`src/rtl/dds_pkg.sv`:
```
// dds_pkg: shared widths, quarter-period offset and sequencer states for the I/Q DDS.
`default_nettype none

package dds_pkg;
  localparam int PHASE_W     = 16;
  localparam int ADDR_W      = 6;
  localparam int DATA_W      = 5;
  localparam int QUARTER_OFS = 16;

  typedef enum logic [1:0] {
    IDLE = 2'd0,
    RD_I = 2'd1,
    RD_Q = 2'd2,
    WR   = 2'd3
  } dds_state_t;
endpackage

`default_nettype wire

```
`src/rtl/dds_phase_acc.sv`:
```
// dds_phase_acc: phase accumulator with a held tuning word; rev 1.0.
`default_nettype none

module dds_phase_acc
  import dds_pkg::*;
(
  input  logic               clk,
  input  logic               reset,
  input  logic               clear,
  input  logic               load_tune,
  input  logic               advance,
  input  logic [PHASE_W-1:0] tune,
  output logic [PHASE_W-1:0] phase
);

  logic [PHASE_W-1:0] tune_r;

  // The advance uses the tuning word held before this edge; a new word
  // loaded on the same edge only affects the following sample.
  always_ff @(posedge clk or posedge reset) begin
    if (reset) begin
      phase  <= '0;
      tune_r <= '0;
    end else begin
      if (clear) begin
        phase <= '0;
      end else if (advance) begin
        phase <= phase + tune_r;
      end
      if (load_tune) begin
        tune_r <= tune;
      end
    end
  end

endmodule

`default_nettype wire

```
`src/rtl/iq_dds_ctrl.sv`:
```
// iq_dds_ctrl: time-multiplexes a single-port cosine ROM into registered I/Q samples; rev 1.0.
`default_nettype none

module iq_dds_ctrl
  import dds_pkg::*;
(
  input  logic               clk,
  input  logic               reset,
  input  logic               start,
  input  logic               stop,
  input  logic [PHASE_W-1:0] tune,
  output logic [ADDR_W-1:0]  rom_addr,
  input  logic [DATA_W-1:0]  rom_data,
  output logic [DATA_W-1:0]  i_data,
  output logic [DATA_W-1:0]  q_data,
  output logic               sample_valid,
  output logic               busy
);

  dds_state_t         state;
  logic               stop_pend;
  logic [DATA_W-1:0]  i_reg;
  logic [PHASE_W-1:0] phase;
  logic [ADDR_W-1:0]  addr_i;
  logic               acc_clear;
  logic               acc_load;
  logic               acc_adv;
  logic               unused_phase_lsbs;

  assign acc_clear = (state == IDLE) && start && !stop;
  assign acc_load  = acc_clear || (state == WR);
  assign acc_adv   = (state == WR);

  dds_phase_acc u_phase_acc (
    .clk       (clk),
    .reset     (reset),
    .clear     (acc_clear),
    .load_tune (acc_load),
    .advance   (acc_adv),
    .tune      (tune),
    .phase     (phase)
  );

  assign addr_i            = phase[PHASE_W-1 -: ADDR_W];
  assign unused_phase_lsbs = ^phase[PHASE_W-ADDR_W-1:0];
  assign busy              = (state != IDLE);

  // Q reads a quarter period behind I: cos(phase - 90 deg) = sin(phase).
  always_comb begin
    rom_addr = '0;
    case (state)
      RD_I:    rom_addr = addr_i;
      RD_Q:    rom_addr = addr_i - ADDR_W'(QUARTER_OFS);
      default: rom_addr = '0;
    endcase
  end

  always_ff @(posedge clk or posedge reset) begin
    if (reset) begin
      state        <= IDLE;
      stop_pend    <= 1'b0;
      i_reg        <= '0;
      i_data       <= '0;
      q_data       <= '0;
      sample_valid <= 1'b0;
    end else begin
      sample_valid <= 1'b0;
      if ((state != IDLE) && stop) begin
        stop_pend <= 1'b1;
      end
      case (state)
        IDLE: begin
          if (start && !stop) begin
            stop_pend <= 1'b0;
            state     <= RD_I;
          end
        end
        RD_I: state <= RD_Q;
        RD_Q: begin
          i_reg <= rom_data;
          state <= WR;
        end
        WR: begin
          i_data       <= i_reg;
          q_data       <= rom_data;
          sample_valid <= 1'b1;
          state        <= (stop_pend || stop) ? IDLE : RD_I;
        end
        default: state <= IDLE;
      endcase
    end
  end

endmodule

`default_nettype wire

```
`config.mk`:
```
export PLATFORM = sky130hd
export DESIGN_NAME = iq_dds_ctrl
export DESIGN_NICKNAME = d
export VERILOG_FILES = /design/src/rtl/dds_pkg.sv /design/src/rtl/dds_phase_acc.sv /design/src/rtl/iq_dds_ctrl.sv
export SDC_FILE = /design/constraint.sdc
export NUM_CORES = 1
export LEC_CHECK = 0
export BUFFER_PORTS_ARGS = -buffer_cell sky130_fd_sc_hd__buf_4
export CORE_MARGIN = 5
export CORE_UTILIZATION = 55
export CTS_CLUSTER_DIAMETER = 120
export CTS_CLUSTER_SIZE = 28
export DETAILED_ROUTE_END_ITERATION = 16
export GPL_TIMING_DRIVEN = 0
export PLACE_DENSITY = 0.8
export SYNTH_ARGS = -nofsm -noshare
export SYNTH_HDL_FRONTEND = slang
export SYNTH_HIERARCHICAL = 1
export SYNTH_SLANG_ARGS = --single-unit
```
`constraint.sdc`:
```
create_clock -name clk -period 3 [get_ports clk]
set_input_delay 0.6 -clock clk [delete_from_list [all_inputs] [get_ports clk]]
set_output_delay 0.6 -clock clk [all_outputs]
set_load 0.01 [all_outputs]
```
==> impl_results.html, run 1 <==
<table>
<tr><th>Metric</th><th>Value</th></tr>
<tr><th colspan="2">STA</th></tr>
<tr><td>Worst Slack Setup Final</td><td>0.390 ns</td></tr>
<tr><td>Transition time of the tightest slew-check pin</td><td>0.696 ns</td></tr>
<tr><td>Final hold violations</td><td>0</td></tr>
<tr><td>Final Max Tran Viols</td><td>0</td></tr>
<tr><td>Worst-case clock skew</td><td>0.00890 ns</td></tr>
<tr><td>Final-layout setup total negative slack</td><td>0 ns</td></tr>
<tr><td>Clock period minus worst slack</td><td>2.61 ns</td></tr>
<tr><td>Period Utilization, post-route</td><td>0.870</td></tr>
<tr><td>Achievable Freq</td><td>0.383 GHz</td></tr>
<tr><td>Final number of setup-violating endpoints</td><td>0</td></tr>
<tr><td>Worst slew margin relative to its limit</td><td>0.535</td></tr>
<tr><td>RSZ-0062 raised after global routing</td><td>no</td></tr>
<tr><th colspan="2">Yosys</th></tr>
<tr><td>Asr flop ratio synth</td><td>1.00</td></tr>
<tr><td>Part of the Yosys area used for sequential elements</td><td>0.448</td></tr>
<tr><td>Count of flip-flops with a built-in enable after synthesis</td><td>0</td></tr>
<tr><td>YS warnings</td><td>6</td></tr>
<tr><td>Total nets after synthesis</td><td>304</td></tr>
<tr><td>Post-Syn Instances</td><td>257</td></tr>
<tr><td>Count leader, synth</td><td>sky130_fd_sc_hd__dfrtp_1</td></tr>
<tr><td>Top-area cell type share of the netlist area</td><td>0.448</td></tr>
<tr><td>Post-synth top area cell</td><td>sky130_fd_sc_hd__dfrtp_1</td></tr>
<tr><td>Post-Syn Area per Cell</td><td>11.1 um^2</td></tr>
<tr><td>Top cells by area in the synthesized netlist</td><td>sky130_fd_sc_hd__dfrtp_1 (45%), sky130_fd_sc_hd__mux2_2 (12%), sky130_fd_sc_hd__ha_1 (9.2%)</td></tr>
<tr><td>Number of unique standard cell types used by synthesis</td><td>46</td></tr>
<tr><td>Primary flip-flop cell chosen by synthesis mapping</td><td>sky130_fd_sc_hd__dfrtp_1</td></tr>
<tr><td>Cell types with the highest counts after synthesis</td><td>sky130_fd_sc_hd__dfrtp_1 (51), sky130_fd_sc_hd__mux2_2 (31), sky130_fd_sc_hd__ha_1 (21), sky130_fd_sc_hd__nor2_1 (19), sky130_fd_sc_hd__a21oi_1 (13)</td></tr>
<tr><td>Mapped cell area</td><td>2850 um^2</td></tr>
<tr><td>Yosys reg bits</td><td>51</td></tr>
<tr><th colspan="2">Detailed routing</th></tr>
<tr><td>Drt first pass iters</td><td>4</td></tr>
<tr><td>Avg WL per Cell</td><td>15.8 um</td></tr>
<tr><td>Post-detailed-route DRC marker count</td><td>0</td></tr>
<tr><td>Final Routed Wirelength</td><td>5960 um</td></tr>
<tr><td>Total vias in the final route</td><td>2134</td></tr>
<tr><td>First DRT Iteration DRCs</td><td>90</td></tr>
<tr><td>DR vias/cell</td><td>5.65</td></tr>
<tr><td>Post-DRT Antenna Nets</td><td>0</td></tr>
<tr><th colspan="2">Power and ir drop</th></tr>
<tr><td>Pwr dens</td><td>1160 nW/um^2</td></tr>
<tr><td>Power Internal</td><td>2.31 mW</td></tr>
<tr><td>Leakage dissipation</td><td>1.57 nW</td></tr>
<tr><td>IR drop worst, VDD</td><td>0.000566 V</td></tr>
<tr><td>Clock network fraction of total power</td><td>0.105</td></tr>
<tr><td>Switching power</td><td>1.61 mW</td></tr>
<tr><td>Combinational power share</td><td>0.580</td></tr>
<tr><td>Sequential power share</td><td>0.314</td></tr>
<tr><td>Net switching share of the total power</td><td>0.412</td></tr>
<tr><th colspan="2">Layout</th></tr>
<tr><td>Biggest registers after layout</td><td>u_phase_acc/phase (16), u_phase_acc/tune_r (16)</td></tr>
<tr><td>Area of combinational cells with multiple inputs</td><td>1480 um^2</td></tr>
<tr><td>Sequential cell area in the final layout</td><td>1280 um^2</td></tr>
<tr><td>Antenna diode count</td><td>0</td></tr>
<tr><td>Share of layout cells above drive strength 1</td><td>0.295</td></tr>
<tr><td>P&amp;R area growth vs syn</td><td>18.4%</td></tr>
<tr><td>Number of nets at the end of the flow</td><td>354</td></tr>
<tr><td>Fillers</td><td>436</td></tr>
<tr><th colspan="2">Worst setup path</th></tr>
<tr><td>CP endpoint kind</td><td>flip-flop</td></tr>
<tr><td>Maximum fanout along the worst path</td><td>10</td></tr>
<tr><td>CP required</td><td>3.19 ns</td></tr>
<tr><td>Startpoint of the worst register-to-register path</td><td>state[0]</td></tr>
<tr><td>Arrival time of the worst setup path</td><td>2.80 ns</td></tr>
<tr><td>Critical path launch point</td><td>state[0]</td></tr>
<tr><td>Worst Setup Start Kind</td><td>flip-flop</td></tr>
<tr><td>Crit Path Class</td><td>flip-flop to flip-flop</td></tr>
<tr><th colspan="2">CTS</th></tr>
<tr><td>Cts-stage hold buffer count</td><td>0</td></tr>
<tr><td>Clock Pin Slew Worst Setup and Hold Paths</td><td>0.10 ns</td></tr>
<tr><td># Post-CTS Setup Buffers</td><td>0</td></tr>
<tr><td>Root Buffer Master</td><td>sky130_fd_sc_hd__clkbuf_8</td></tr>
<tr><td># clock sinks</td><td>51</td></tr>
<tr><td>CTS H-tree lvls</td><td>2</td></tr>
<tr><td>Worst-case clock buffer depth</td><td>2</td></tr>
<tr><td>Worst skew pair latency</td><td>0.31 ns</td></tr>
<tr><td>Post-CTS resize count</td><td>0</td></tr>
<tr><td>CTS Buf Count</td><td>5</td></tr>
<tr><td>CTS tree</td><td>built</td></tr>
<tr><th colspan="2">Global route</th></tr>
<tr><td>Largest net degree at the start of global routing</td><td>33</td></tr>
<tr><td>Global-route usage over all layers</td><td>0.200</td></tr>
<tr><td>Global-route wire length before repair</td><td>10300 um</td></tr>
<tr><td>Initial antenna violation count</td><td>0</td></tr>
<tr><td>Congestion Overflow GR</td><td>0</td></tr>
<tr><td>Via count of the first global-routing pass</td><td>2198</td></tr>
<tr><th colspan="2">Place</th></tr>
<tr><td>HPWL Detailed</td><td>4360 um</td></tr>
<tr><td>Placer congestion estimate</td><td>0.855</td></tr>
<tr><td># port buffers</td><td>42</td></tr>
<tr><td>Pre-CTS setup slack</td><td>0.419 ns</td></tr>
<tr><th colspan="2">Floorplan</th></tr>
<tr><td>Die Area</td><td>6710 um^2</td></tr>
<tr><td>Die Y</td><td>81.9 um</td></tr>
<tr><td>Initial cell density of the core</td><td>0.561</td></tr>
<tr><td>Die width</td><td>81.9 um</td></tr>
<tr><td>Std-Cell Rows</td><td>26</td></tr>
<tr><td>IO Pins</td><td>43</td></tr>
<tr><td>Core footprint</td><td>5070 um^2</td></tr>
<tr><th colspan="2">Job</th></tr>
<tr><td>Max_cap viols</td><td>0</td></tr>
<tr><th colspan="2">Outcome</th></tr>
<tr><td>Run status</td><td>completed</td></tr>
<tr><th colspan="2">Min path</th></tr>
<tr><td>Kind of path behind the tightest hold check</td><td>primary input to async pin</td></tr>
</table>
[metrics by stage]
stage	utilization	cells	cell area, um^2	hold slack (ns)	total power [mW]
after global routing	0.664	378	3370	0.253	4.28
after detailed placement	0.640	369	3250	0.496	3.49
after CTS	0.659	377	3340	0.412	3.93
after floorplan	-	257	2850	0.463	2.89
final	0.664	378	3370	0.242	3.92
after global placement	0.640	369	3250	0.478	3.39
[cells by family after synthesis]
logic type | count (synthesis) | share of synthesized area
flops | 51 | 0.448
buf+inv | 21 | 0.0312
xor+xnor | 11 | 0.0338
fa+ha+maj | 22 | 0.0993
compound gates | 57 | 0.138
mux | 39 | 0.151
simple gates | 56 | 0.0985
[path summary, 6_finish.rpt]
check	end	slack [ns]	cells past startpoint
max	u_phase_acc/tune_r[9]	0.39	6
min in group clk	u_phase_acc/tune_r[1]	0.50	3
max in group asynchronous	state[1]	2.16	2
min reg2reg	i_reg[4]	0.51	1
min	u_phase_acc/phase[12]	0.24	2
max reg2reg	u_phase_acc/tune_r[9]	0.39	6
[layout make-up]
cell class,count,share of cell area
plain buffers,10,0.0141
clock buffers,5,0.0204
clock inverters,3,0.00742
inverters,11,0.0122
multi-input cells,185,0.439
flip-flops and latches,51,0.379
well taps,70,0.0260
repair buffers,43,0.102
[cells in the final DEF (no fill, tap or decap), types with 2 or more instances in the layout]
cell type and n:
sky130_fd_sc_hd__and2_1 3, sky130_fd_sc_hd__nand3_1 6, sky130_fd_sc_hd__o211ai_1 3, sky130_fd_sc_hd__o21ai_0 10, sky130_fd_sc_hd__mux2i_1 7, sky130_fd_sc_hd__o21a_1 4
sky130_fd_sc_hd__a31oi_1 2, sky130_fd_sc_hd__dfrtp_1 51, sky130_fd_sc_hd__nor2b_1 3, sky130_fd_sc_hd__xor2_1 4, sky130_fd_sc_hd__clkbuf_8 5, sky130_fd_sc_hd__a21oi_1 13
sky130_fd_sc_hd__a22o_1 4, sky130_fd_sc_hd__and3_1 3, sky130_fd_sc_hd__nand2b_1 2, sky130_fd_sc_hd__mux2_2 31, sky130_fd_sc_hd__ha_1 21, sky130_fd_sc_hd__xnor2_1 7
sky130_fd_sc_hd__clkbuf_1 6, sky130_fd_sc_hd__nor2_1 19, sky130_fd_sc_hd__inv_1 10, sky130_fd_sc_hd__a21o_1 5, sky130_fd_sc_hd__a211oi_1 5, sky130_fd_sc_hd__o31ai_1 2
sky130_fd_sc_hd__nand2_1 12, sky130_fd_sc_hd__buf_2 2, sky130_fd_sc_hd__buf_4 42, sky130_fd_sc_hd__inv_6 2
[metal layers]
metal | vias up | GRT usage | share of wire
met5 | - | 0 | 0
met4 | 0 | 0.0664 | 0.015
met3 | 9 | 0.0471 | 0.050
met2 | 62 | 0.349 | 0.51
met1 | 1048 | 0.242 | 0.43
li1 | 1015 | - | -
[power by group through the flow]
| stage | Sequential [mW] | Combinational [mW] | Clock (mW) |
|---|---|---|---|
| after floorplan | 1.22 | 1.68 | 0 |
| after global placement | 1.22 | 2.16 | 0 |
| after detailed placement | 1.25 | 2.24 | 0 |
| after CTS | 1.23 | 2.27 | 0.427 |
| after global routing | 1.27 | 2.55 | 0.457 |
| final | 1.23 | 2.27 | 0.413 |
[critical path: stages, from the launching register on]
cell and delay [ns]:
sky130_fd_sc_hd__dfrtp_1 0.45, sky130_fd_sc_hd__ha_1 0.42, sky130_fd_sc_hd__buf_6 0.21, sky130_fd_sc_hd__or2_1 0.11, sky130_fd_sc_hd__clkbuf_1 0.37, sky130_fd_sc_hd__buf_1 0.52
sky130_fd_sc_hd__mux2_2 0.40
Power figures use the tool's default switching activity.
==> inputs of run 2 (changes only) <==
--- a/config.mk
+++ b/config.mk
@@ -6,7 +6,7 @@
 export NUM_CORES = 1
 export LEC_CHECK = 0
 export BUFFER_PORTS_ARGS = -buffer_cell sky130_fd_sc_hd__buf_4
-export CORE_MARGIN = 5
+export CORE_MARGIN = 4
 export CORE_UTILIZATION = 55
 export CTS_CLUSTER_DIAMETER = 120
 export CTS_CLUSTER_SIZE = 28
==> impl_results.html, run 2 (synthesis gave the netlist of run 1 again) <==
<table>
<tr><th>Metric</th><th>Value</th></tr>
<tr><th colspan="2">Outcome</th></tr>
<tr><td>Run status</td><td>completed</td></tr>
<tr><th colspan="2">Place</th></tr>
<tr><td># port buffers</td><td>42</td></tr>
<tr><td>HPWL Detailed</td><td>4480 um</td></tr>
<tr><td>Placer congestion estimate</td><td>0.903</td></tr>
<tr><td>Cell area reported after detailed placement</td><td>3250 um^2</td></tr>
<tr><td>Placed cell count</td><td>366</td></tr>
<tr><td>Pre-CTS setup slack</td><td>0.420 ns</td></tr>
<tr><th colspan="2">Floorplan</th></tr>
<tr><td>Std-Cell Rows</td><td>25</td></tr>
<tr><td>Core footprint</td><td>4880 um^2</td></tr>
<tr><td>Die Area</td><td>6390 um^2</td></tr>
<tr><td>Die Y</td><td>79.9 um</td></tr>
<tr><td>Die width</td><td>79.9 um</td></tr>
<tr><td>Initial cell density of the core</td><td>0.583</td></tr>
<tr><td>IO Pins</td><td>43</td></tr>
<tr><th colspan="2">Detailed routing</th></tr>
<tr><td>Drt first pass iters</td><td>4</td></tr>
<tr><td>Avg WL per Cell</td><td>15.5 um</td></tr>
<tr><td>Post-DRT Antenna Nets</td><td>0</td></tr>
<tr><td>DR vias/cell</td><td>5.51</td></tr>
<tr><td>Post-detailed-route DRC marker count</td><td>0</td></tr>
<tr><td>Total vias in the final route</td><td>2066</td></tr>
<tr><td>Final Routed Wirelength</td><td>5820 um</td></tr>
<tr><td>First DRT Iteration DRCs</td><td>126</td></tr>
<tr><th colspan="2">Global route</th></tr>
<tr><td>Via count of the first global-routing pass</td><td>2114</td></tr>
<tr><td>Global-route wire length before repair</td><td>10100 um</td></tr>
<tr><td>Largest net degree at the start of global routing</td><td>33</td></tr>
<tr><td>Global-route usage over all layers</td><td>0.207</td></tr>
<tr><td>Congestion Overflow GR</td><td>0</td></tr>
<tr><td>Initial antenna violation count</td><td>0</td></tr>
<tr><th colspan="2">Job</th></tr>
<tr><td>Max_cap viols</td><td>0</td></tr>
<tr><th colspan="2">Power and ir drop</th></tr>
<tr><td>IR drop worst, VDD</td><td>0.000626 V</td></tr>
<tr><td>Leakage dissipation</td><td>1.59 nW</td></tr>
<tr><td>Total power after layout</td><td>3.99 mW</td></tr>
<tr><td>Pwr dens</td><td>1180 nW/um^2</td></tr>
<tr><th colspan="2">STA</th></tr>
<tr><td>Worst Slack Setup Final</td><td>0.415 ns</td></tr>
<tr><td>Worst slew margin relative to its limit</td><td>0.523</td></tr>
<tr><td>Clock period minus worst slack</td><td>2.58 ns</td></tr>
<tr><td>Worst-case clock skew</td><td>0.00851 ns</td></tr>
<tr><td>Final number of setup-violating endpoints</td><td>0</td></tr>
<tr><td>Achievable Freq</td><td>0.387 GHz</td></tr>
<tr><td>Final Max Tran Viols</td><td>0</td></tr>
<tr><td>Period Utilization, post-route</td><td>0.862</td></tr>
<tr><td>Hold Worst Slack</td><td>0.281 ns</td></tr>
<tr><td>RSZ-0062 raised after global routing</td><td>no</td></tr>
<tr><td>Transition time of the tightest slew-check pin</td><td>0.714 ns</td></tr>
<tr><td>Final hold violations</td><td>0</td></tr>
<tr><td>Final-layout setup total negative slack</td><td>0 ns</td></tr>
<tr><th colspan="2">CTS</th></tr>
<tr><td>Worst skew pair latency</td><td>0.31 ns</td></tr>
<tr><td># Post-CTS Setup Buffers</td><td>0</td></tr>
<tr><td># clock sinks</td><td>51</td></tr>
<tr><td>Post-CTS resize count</td><td>0</td></tr>
<tr><td>CTS H-tree lvls</td><td>2</td></tr>
<tr><td>Worst-case clock buffer depth</td><td>2</td></tr>
<tr><td>Root Buffer Master</td><td>sky130_fd_sc_hd__clkbuf_8</td></tr>
<tr><td>Cts-stage hold buffer count</td><td>0</td></tr>
<tr><td>CTS tree</td><td>built</td></tr>
<tr><td>Clock Pin Slew Worst Setup and Hold Paths</td><td>0.10 ns</td></tr>
<tr><td>CTS Buf Count</td><td>5</td></tr>
<tr><th colspan="2">Worst setup path</th></tr>
<tr><td>Worst path buffer plus inverter count</td><td>3</td></tr>
<tr><td>CP endpoint kind</td><td>flip-flop</td></tr>
<tr><td>Arrival time of the worst setup path</td><td>2.78 ns</td></tr>
<tr><td>Worst Setup Start Kind</td><td>flip-flop</td></tr>
<tr><td>Cell with the largest stage delay on the worst path</td><td>sky130_fd_sc_hd__buf_1</td></tr>
<tr><td>Critical path's largest stage delay</td><td>0.50 ns</td></tr>
<tr><td>Cell Chain, Critical Path</td><td>ha_1 -&gt; buf_6 -&gt; or2_1 -&gt; clkbuf_1 -&gt; buf_1 -&gt; mux2_2</td></tr>
<tr><td>Crit Path Class</td><td>flip-flop to flip-flop</td></tr>
<tr><td>Cell family contributing the most delay on the critical path</td><td>buffers and inverters</td></tr>
<tr><td>Maximum fanout along the worst path</td><td>10</td></tr>
<tr><td>CP required</td><td>3.19 ns</td></tr>
<tr><th colspan="2">Layout</th></tr>
<tr><td>Non-filler instance count after layout</td><td>375</td></tr>
<tr><td>Biggest registers after layout</td><td>u_phase_acc/phase (16), u_phase_acc/tune_r (16)</td></tr>
<tr><td>Core occupancy in the finished layout</td><td>0.695</td></tr>
<tr><td>P&amp;R area growth vs syn</td><td>19.1%</td></tr>
<tr><td>Share of layout cells above drive strength 1</td><td>0.295</td></tr>
<tr><td>Number of nets at the end of the flow</td><td>354</td></tr>
<tr><td>Antenna diode count</td><td>0</td></tr>
<tr><td>Most common library cell in the layout ignoring fill and taps</td><td>sky130_fd_sc_hd__dfrtp_1</td></tr>
<tr><td>Most frequent cells in the layout</td><td>sky130_fd_sc_hd__dfrtp_1 (51), sky130_fd_sc_hd__buf_4 (42), sky130_fd_sc_hd__mux2_2 (31), sky130_fd_sc_hd__ha_1 (21), sky130_fd_sc_hd__nor2_1 (19)</td></tr>
<tr><td>Final design area excluding fillers</td><td>3390 um^2</td></tr>
<tr><th colspan="2">Min path</th></tr>
<tr><td>Kind of path behind the tightest hold check</td><td>primary input to async pin</td></tr>
</table>
==> run 2: worst paths after layout <==
path                                    endpoint  slack, ns      start  cells past startpoint
max                        u_phase_acc/tune_r[6]       0.42   state[0]                      6
min                         u_phase_acc/phase[0]       0.28      reset                      2
max reg2reg                u_phase_acc/tune_r[6]       0.42   state[0]                      6
min reg2reg                            stop_pend       0.51  stop_pend                      2
max in group asynchronous              i_data[0]       2.15      reset                      2
min in group clk           u_phase_acc/tune_r[1]       0.50    tune[1]                      3
==> run 2: layer usage <==
metal	share of wire	global-route usage
met1	0.43	0.264
met2	0.50	0.348
met3	0.049	0.0451
met4	0.016	0.0676
met5	0	0
==> run 2: power by group <==
group          switching [mW]  internal (mW)
Clock                   0.236          0.253
Sequential              0.210           1.02
Combinational            1.15           1.11
==> run 2: layout make-up <==
cell class                 instances  area, um^2
clock buffer                       5        68.8
inverter                          11        41.3
sequential                        51        1280
timing repair buffer              43         343
fill                             375        1490
clock inverter                     3        47.5
buffer                            10        47.5
tap                               67        83.8
multi-input combinational        185        1480
